$ cat src/rtl/mult_eval_pkg.sv
// mult_eval_pkg: shared widths and FSM encoding for the 4x4 multiplier sweep evaluator
package mult_eval_pkg;
  localparam int OP_W   = 4;
  localparam int PROD_W = 8;
  localparam int IDX_W  = 8;
  localparam int CNT_W  = 9;
  localparam int SUM_W  = 16;
  typedef enum logic [1:0] {IDLE, SETTLE, SAMPLE, DONE} state_t;
endpackage

$ cat src/rtl/mult_ref_4x4.sv
// mult_ref_4x4: exact 4x4 product and unsigned distance to the observed product
module mult_ref_4x4
  import mult_eval_pkg::*;
(
  input  logic [OP_W-1:0]   a,
  input  logic [OP_W-1:0]   b,
  input  logic [PROD_W-1:0] y,
  output logic [PROD_W-1:0] exact,
  output logic [PROD_W-1:0] ed
);
  assign exact = PROD_W'(a) * PROD_W'(b);
  assign ed    = (y >= exact) ? y - exact : exact - y;
endmodule

$ cat src/rtl/mult_sweep_eval.sv
// mult_sweep_eval: drives all 256 operand pairs to an external multiplier and
// accumulates exact-match count, total and maximum error distance
module mult_sweep_eval
  import mult_eval_pkg::*;
#(
  parameter int SETTLE_CYC = 1
) (
  input  logic              clk,
  input  logic              rst_n,
  input  logic              start,
  output logic [OP_W-1:0]   a,
  output logic [OP_W-1:0]   b,
  input  logic [PROD_W-1:0] y_in,
  output logic              busy,
  output logic              done,
  output logic [CNT_W-1:0]  correct_cnt,
  output logic [SUM_W-1:0]  err_sum,
  output logic [PROD_W-1:0] max_ed
);
  state_t             r_state, w_next;
  logic [IDX_W-1:0]   r_idx;
  logic [3:0]         r_settle;
  logic [CNT_W-1:0]   r_correct;
  logic [SUM_W-1:0]   r_err_sum;
  logic [PROD_W-1:0]  r_max_ed;
  logic [PROD_W-1:0]  w_exact, w_ed;
  logic               w_start_ok, w_settle_end, w_last;

  assign w_start_ok   = start && (r_state == IDLE || r_state == DONE);
  assign w_settle_end = r_settle == 4'(SETTLE_CYC - 1);
  assign w_last       = r_idx == '1;

  mult_ref_4x4 u_ref (
    .a    (a),
    .b    (b),
    .y    (y_in),
    .exact(w_exact),
    .ed   (w_ed)
  );

  always_comb begin
    w_next = r_state;
    case (r_state)
      IDLE, DONE: w_next = start ? SETTLE : r_state;
      SETTLE:     w_next = w_settle_end ? SAMPLE : SETTLE;
      SAMPLE:     w_next = w_last ? DONE : SETTLE;
      default:    w_next = IDLE;
    endcase
  end

  always_ff @(posedge clk or negedge rst_n) begin
    if (!rst_n) begin
      r_state   <= IDLE;
      r_idx     <= '0;
      r_settle  <= '0;
      r_correct <= '0;
      r_err_sum <= '0;
      r_max_ed  <= '0;
    end else begin
      r_state <= w_next;
      if (w_start_ok) begin
        r_idx     <= '0;
        r_settle  <= '0;
        r_correct <= '0;
        r_err_sum <= '0;
        r_max_ed  <= '0;
      end else if (r_state == SETTLE) begin
        r_settle <= w_settle_end ? '0 : r_settle + 4'd1;
      end else if (r_state == SAMPLE) begin
        r_correct <= r_correct + CNT_W'(w_ed == '0);
        r_err_sum <= r_err_sum + SUM_W'(w_ed);
        r_max_ed  <= (w_ed > r_max_ed) ? w_ed : r_max_ed;
        // index parks at 255 so a/b keep the final vector in DONE
        r_idx     <= w_last ? r_idx : r_idx + 8'd1;
      end
    end
  end

  assign a           = r_idx[7:4];
  assign b           = r_idx[3:0];
  assign busy        = r_state == SETTLE || r_state == SAMPLE;
  assign done        = r_state == DONE;
  assign correct_cnt = r_correct;
  assign err_sum     = r_err_sum;
  assign max_ed      = r_max_ed;
endmodule

$ cat config.mk
export PLATFORM = sky130hd
export DESIGN_NAME = mult_sweep_eval
export DESIGN_NICKNAME = d
export VERILOG_FILES = /design/src/rtl/mult_eval_pkg.sv /design/src/rtl/mult_ref_4x4.sv /design/src/rtl/mult_sweep_eval.sv
export SDC_FILE = /design/constraint.sdc
export NUM_CORES = 1
export LEC_CHECK = 0
export CORE_MARGIN = 3
export CORE_UTILIZATION = 52
export CTS_BUF_LIST = sky130_fd_sc_hd__clkbuf_8
export CTS_CLUSTER_SIZE = 16
export DETAILED_ROUTE_END_ITERATION = 10
export PLACE_DENSITY = 0.83
export SETUP_SLACK_MARGIN = 0.02
export SYNTH_ARGS = -nofsm -noshare
export SYNTH_HDL_FRONTEND = slang
export SYNTH_SLANG_ARGS = --single-unit
$ cat constraint.sdc
create_clock -name clk -period 5.14 [get_ports clk]
set_input_delay 0.771 -clock clk [delete_from_list [all_inputs] [get_ports clk]]
set_output_delay 0.771 -clock clk [all_outputs]
set_load 0.05 [all_outputs]
[Yosys cells after proc, flatten, opt, wreduce, memory -nomap -nowiden]
Cells that the tools add are included.
Operators by class
  $add $sub $neg: 6
  multipliers: 1
  order comparisons: 2
  eq/ne operators: 7
  muxes and demuxes: 22
  reductions and logical operators: 13
Operators by type and width (count)
  $mux W8: 9
  $mux W16: 3
  $mux W9: 3
  $add A16 B8 Y16: 1
  $sub A8 B8 Y8: 2
  $mux W4: 3
  $add A9 B1 Y9: 1
  $add A8 B1 Y8 const B: 1
  $eq A8 B8 Y1 const B: 1
  $ge A8 B8 Y1: 1
  $gt A8 B8 Y1: 1
  $logic_not A8 Y1: 1
  $mul A4 B4 Y8: 1
  $mux W2: 3
  $ne A2 B2 Y1 const B: 3
  $pmux W2 S3: 1
  $reduce_and A3 Y1: 2
  $reduce_bool A2 Y1: 3
  $add A4 B1 Y4 const B: 1
  $eq A2 B2 Y1 const B: 2
  $logic_not A4 Y1: 1
  $eq A2 B1 Y1 const B: 1
  $logic_not A2 Y1: 1
  $logic_or A1 B1 Y1: 2
  3 further kinds: 3
Word-level totals
  register bits: 47
  input bits: 11
  output and inout port bits: 43

[Depth between registers and ports, before layout]
  depth in word-level cells: 8
  mapped depth: 28
  depth with buffers taken out: 26

[Hierarchy]
From an unflattened synthesis, not the netlist that was laid out.
Unflattened totals
  cell total of the unflattened synthesis: 423
  area total of the unflattened synthesis: 3918.8 sq um
Modules (own cells, without submodules)
  mult_sweep_eval: times used 1, cells an instance 290, area an instance 2840.2 sq um, sequential area each 1176.1 sq um
  mult_ref_4x4: times used 1, cells an instance 133, area an instance 1078.5 sq um, sequential area each 0.0 sq um

[Least setup slack after synthesis]
OpenSTA, ideal clock, no wires.
  path kind: flip-flop to flip-flop
  start point: reg r_idx[3]
  end point: reg r_err_sum[13], in the netlist err_sum[13]
  setup time: 132 ps
  arrival: 5736 ps
  required time: 5008 ps
  path slack: -727 ps
  stages on the path, launching flop included: 27
  clock period less this slack: 5867 ps
  cells stage by stage: dfrtp_1 -> clkbuf_1 -> nand2_1 -> fa_1 -> inv_1 -> fa_1 -> inv_1 -> fa_1 -> inv_1 -> a21oi_1 -> o21bai_1 -> xor2_1 -> ha_1 -> nand4_1 -> a31oi_2 -> nor2_2 -> buf_6 -> mux2i_1 -> xor2_1 -> ha_1 -> a21oi_1 -> nand2_1 -> a41oi_1 -> a21boi_0 -> nand4_1 -> xor2_1 -> nor2_1
Between the ends
  longest elaborated chain between the ends: 7
Ends and longest elaborated chain
  start, declared: RTL line mult_sweep_eval.sv:21  | logic [IDX_W-1:0] r_idx;
  start signal, assigned: RTL line mult_sweep_eval.sv:74  | r_idx <= w_last ? r_idx : r_idx + 8'd1;
  $mul A4 B4 Y8 (*): RTL line mult_ref_4x4.sv:11  | assign exact = PROD_W'(a) * PROD_W'(b);
  $sub A8 B8 Y8 / $ge A8 B8 Y1 (equally long branches): RTL line mult_ref_4x4.sv:12  | assign ed = (y >= exact) ? y - exact : exact - y;
  $mux W8 (*): RTL line mult_ref_4x4.sv:12
  $add A16 B8 Y16 (*): RTL line mult_sweep_eval.sv:71  | r_err_sum <= r_err_sum + SUM_W'(w_ed);
  $mux W16 (*): RTL line mult_sweep_eval.sv:69  | end else if (r_state == SAMPLE) begin
  $mux W16 (*): RTL line mult_sweep_eval.sv:67  | end else if (r_state == SETTLE) begin
  $mux W16 (*): RTL line mult_sweep_eval.sv:61  | if (w_start_ok) begin
  end signal, assigned: RTL line mult_sweep_eval.sv:71
  end, declared: RTL line mult_sweep_eval.sv:24  | logic [SUM_W-1:0] r_err_sum;
Every way passes the cells marked *; elsewhere a longest branch is shown, timed or not. The select of a mux whose other input is x is not followed.
A chain may end at the register's enable or synchronous reset.

[Worst setup path after layout]
  start point: reg r_idx[1]
  end point: reg r_max_ed[3], in the netlist max_ed[3]
Between the ends
  longest elaborated chain between the ends: 7
Ends and longest elaborated chain
  $mul A4 B4 Y8 (*): RTL line mult_ref_4x4.sv:11
  $sub A8 B8 Y8 / $ge A8 B8 Y1 (equally long branches): RTL line mult_ref_4x4.sv:12
  $mux W8 (*): RTL line mult_ref_4x4.sv:12
  parallel branches: the longest is 4 deep, another holds $gt A8 B8 Y1
  end signal, assigned: RTL line mult_sweep_eval.sv:72  | r_max_ed <= (w_ed > r_max_ed) ? w_ed : r_max_ed;
  end, declared: RTL line mult_sweep_eval.sv:25  | logic [PROD_W-1:0] r_max_ed;
Every way passes the cells marked *. The select of a mux whose other input is x is not followed.

==> flow_summary.ini <==
[run_status]
violations = setup timing
status = finished with violations

[clock_tree]
ctsHtreeMaxLevel = 2
clk_path_buf_depth = 2
root_buffer = clkbuf_8
clk_pin_slew_ns = 0.10
cts_buffers = 5
cts_tree = yes
cts_sinks = 47
clock_latency_ns = 0.31

[pwr]
cellPowerDensity_nw_per_um2 = 399
finalPower_mw = 2.12
ir_drop_mv = 0.320
power.leakage_nw = 2.41

[setup_path]
critPathMaxFanout = 8
end_kind = register
path_common_cell = inv_1
cpPeakStageDelay_ns = 0.54
critPathTopFamily = adder cells
critPathRequiredTime_ns = 5.38
cp-start-kind = register
path_cells = nand2_2 > fa_1 > inv_1 > fa_1 > inv_1 > fa_2 > inv_1 > ha_1 > a21oi_1 > o21a_1 > nor2_1 > a211oi_1 > mux2i_2 > xor2_1 > buf_4 > ha_4 > a21o_1 > a21oi_2 > a21oi_4 > a21oi_4 > a32o_1
worstPathArrival_ns = 5.59
critPathKind = register to register
slowest_stage = fa_1
crit_buf_inv = 4

[synth]
ys_seq_area_frac = 0.301
synth_top_cells_by_count = 52 x ha_1, 47 x dfrtp_1, 43 x inv_1, 43 x nor2_1, 26 x a21oi_1
yosys.cell_count.top_type = ha_1
synth_edf_count = 0
synth_top_flop_cell = dfrtp_1
yosys_warnings = 0
avgSynthCellArea_sq_um = 8.98
syn_area_sq_um = 3910
ys_top_cells_by_area = dfrtp_1 30%, ha_1 17%, xor2_1 5.4%, inv_1 4.1%, nor2_1 4.1%
netlist_instances = 435
yosysTopAreaCell = dfrtp_1
synthArstFlopShare = 1.00
synth_cell_types = 53
ys_ff_latch = 47
syn-num-nets = 505
synth_top_area_frac = 0.301

[sta]
timing.final.crit_period_ns = 5.34
timing.fmax_mhz = 187
slew_headroom = 0.287
period_share = 1.04
setup_violations = 23
hold_ws_ns = 0.560
final_hold_viol_count = 0
skew_ns = 0.0155
rsz0062_at_grt = yes
fin_setup_tns_ns = -2.45
slew_violations = 0
max_slew.worst_pin.slew_ns = 1.07
fin_ws_ns = -0.202

[routing]
initialDrtViolationCount = 183
final_antenna_net_count = 0
wirelength_mm = 10.8
dr.pass1.iters = 6
via_per_inst = 5.81
drc = 0
wire_per_inst_um = 17.4
vias = 3628

[finish]
finalInstanceArea_sq_um = 5310
antenna_cells = 0
fill_cells = 473
multi_input_area_sq_um = 2850
fin_nets = 597
drive_gt1_frac = 0.244
regArea_sq_um = 1180
syn2layout_area_growth_pct = 35.9

[global_routing]
antenna_found_initial = 0
grt_overflow = 0
grt_max_degree = 48
grt_usage = 0.245
grt_pass1_wl_mm = 17.3
first_global_vias = 3656

[floorplan]
dieArea_sq_um = 8590
io_pins = 54
core-area_sq_um = 7020
initial_core_util = 0.557
rows = 30
die_w_um = 92.7
die_h_um = 92.7

[flow_run]
max-cap-violations = 0

[placed_design]
port-buffer-count = 53
placed_area_sq_um = 4810
hpwl_mm = 7.43
routabilityCongestion = 0.892

[worst_hold_path]
min_path_type = register to register
[cells by family (layout without fill, tap and decap cells)]
kind of cell	Yosys count	count (layout)	share of synthesized area
DFF	47	47	0.301
AOI/OAI and AO/OA	87	87	0.153
buffers and inverters	57	150	0.0628
muxes	8	8	0.0208
and+or+nand+nor	142	142	0.182
adders and majority gates	59	59	0.202
xor gates and xnor gates	35	35	0.0784
[state kept, by name (all words and copies together) (netlist names)]
name	flops
correct_cnt	9
r_settle	4
r_state	2
err_sum	16
r_idx	8
max_ed	8
[cell type report]
type	count	share of cell area
Clock buffer	5	0.0130
Clock inverter	3	0.00825
Inverter	43	0.0309
Multi-Input combinational cell	331	0.537
Sequential cell	47	0.223
Tap cell	96	0.0226
Timing Repair Buffer	99	0.165
[through the flow]
| step | utilization | instances | setup WS (ns) |
|---|---|---|---|
| floorplan | - | 435 | -0.197 |
| global placement | 0.685 | 604 | -0.0503 |
| detailed placement | 0.685 | 604 | -0.167 |
| CTS | 0.728 | 621 | -0.0155 |
| global route | 0.757 | 624 | -0.461 |
| finish | 0.757 | 624 | -0.202 |
[repair_timing]
item / in CTS / in global routing
buffers inserted: 9 / 4
pin swaps: 20 / 31
endpoints found under the setup margin: 25 / 29
gates resized for setup: 20 / 35
endpoints found under the hold margin: 0 / 0
hold buffers: 0 / 0
[power breakdown]
part	internal, mW	switching, mW
Clock	0.145	0.132
Sequential	0.444	0.0909
Combinational	0.519	0.786
[worst paths after layout]
check,to,slack (ns),start,cells past startpoint
hold reg to reg,err_sum[3]$_DFFE_PN0P_,0.56,err_sum[3]$_DFFE_PN0P_,1
max in group asynchronous,r_idx[3]$_DFFE_PN0P_,3.76,rst_n,1
hold / removal,err_sum[3]$_DFFE_PN0P_,0.56,err_sum[3]$_DFFE_PN0P_,1
min in group asynchronous,err_sum[1]$_DFFE_PN0P_,0.65,rst_n,1
setup reg to reg,max_ed[3]$_DFFE_PN0P_,-0.20,r_idx[1]$_DFFE_PN0P_,21
setup / recovery,max_ed[3]$_DFFE_PN0P_,-0.20,r_idx[1]$_DFFE_PN0P_,21
[cells in the final DEF, fill, tap and decap left out, drive strengths merged, types with 4 or more instances in the layout]
| cell | instances |
|---|---|
| a21oi | 26 |
| a22o | 8 |
| a32o | 6 |
| and2 | 13 |
| buf | 47 |
| clkbuf | 5 |
| clkdlybuf4s50 | 52 |
| dfrtp | 47 |
| fa | 7 |
| ha | 52 |
| inv | 43 |
| mux2i | 7 |
| nand2 | 24 |
| nand3 | 16 |
| nand4 | 9 |
| nor2 | 44 |
| nor2b | 6 |
| nor3 | 9 |
| o21ai | 16 |
| o21bai | 4 |
| or2 | 5 |
| xnor2 | 11 |
| xor2 | 24 |
[worst register-to-register path, cell delays in order, from the launching register on]
cell	delay, ns
dfrtp_2	0.40
nand2_2	0.06
fa_1	0.54
inv_1	0.05
fa_1	0.50
inv_1	0.06
fa_2	0.54
inv_1	0.05
ha_1	0.37
a21oi_1	0.24
o21a_1	0.19
nor2_1	0.05
a211oi_1	0.40
mux2i_2	0.15
xor2_1	0.29
buf_4	0.18
ha_4	0.20
a21o_1	0.19
a21oi_2	0.19
a21oi_4	0.10
a21oi_4	0.30
a32o_1	0.22
[per-layer routing]
metal  vias up  wire length [um]  part of all wire  global-route usage
met4         0               271             0.025              0.0781
met3        32               565             0.052              0.0382
met1      1768              4480              0.41               0.302
met5         -                 0                 0                   0
met2       135              5520              0.51               0.438
li1       1693                 -                 -                   -
(Power assumes the default switching activity.)
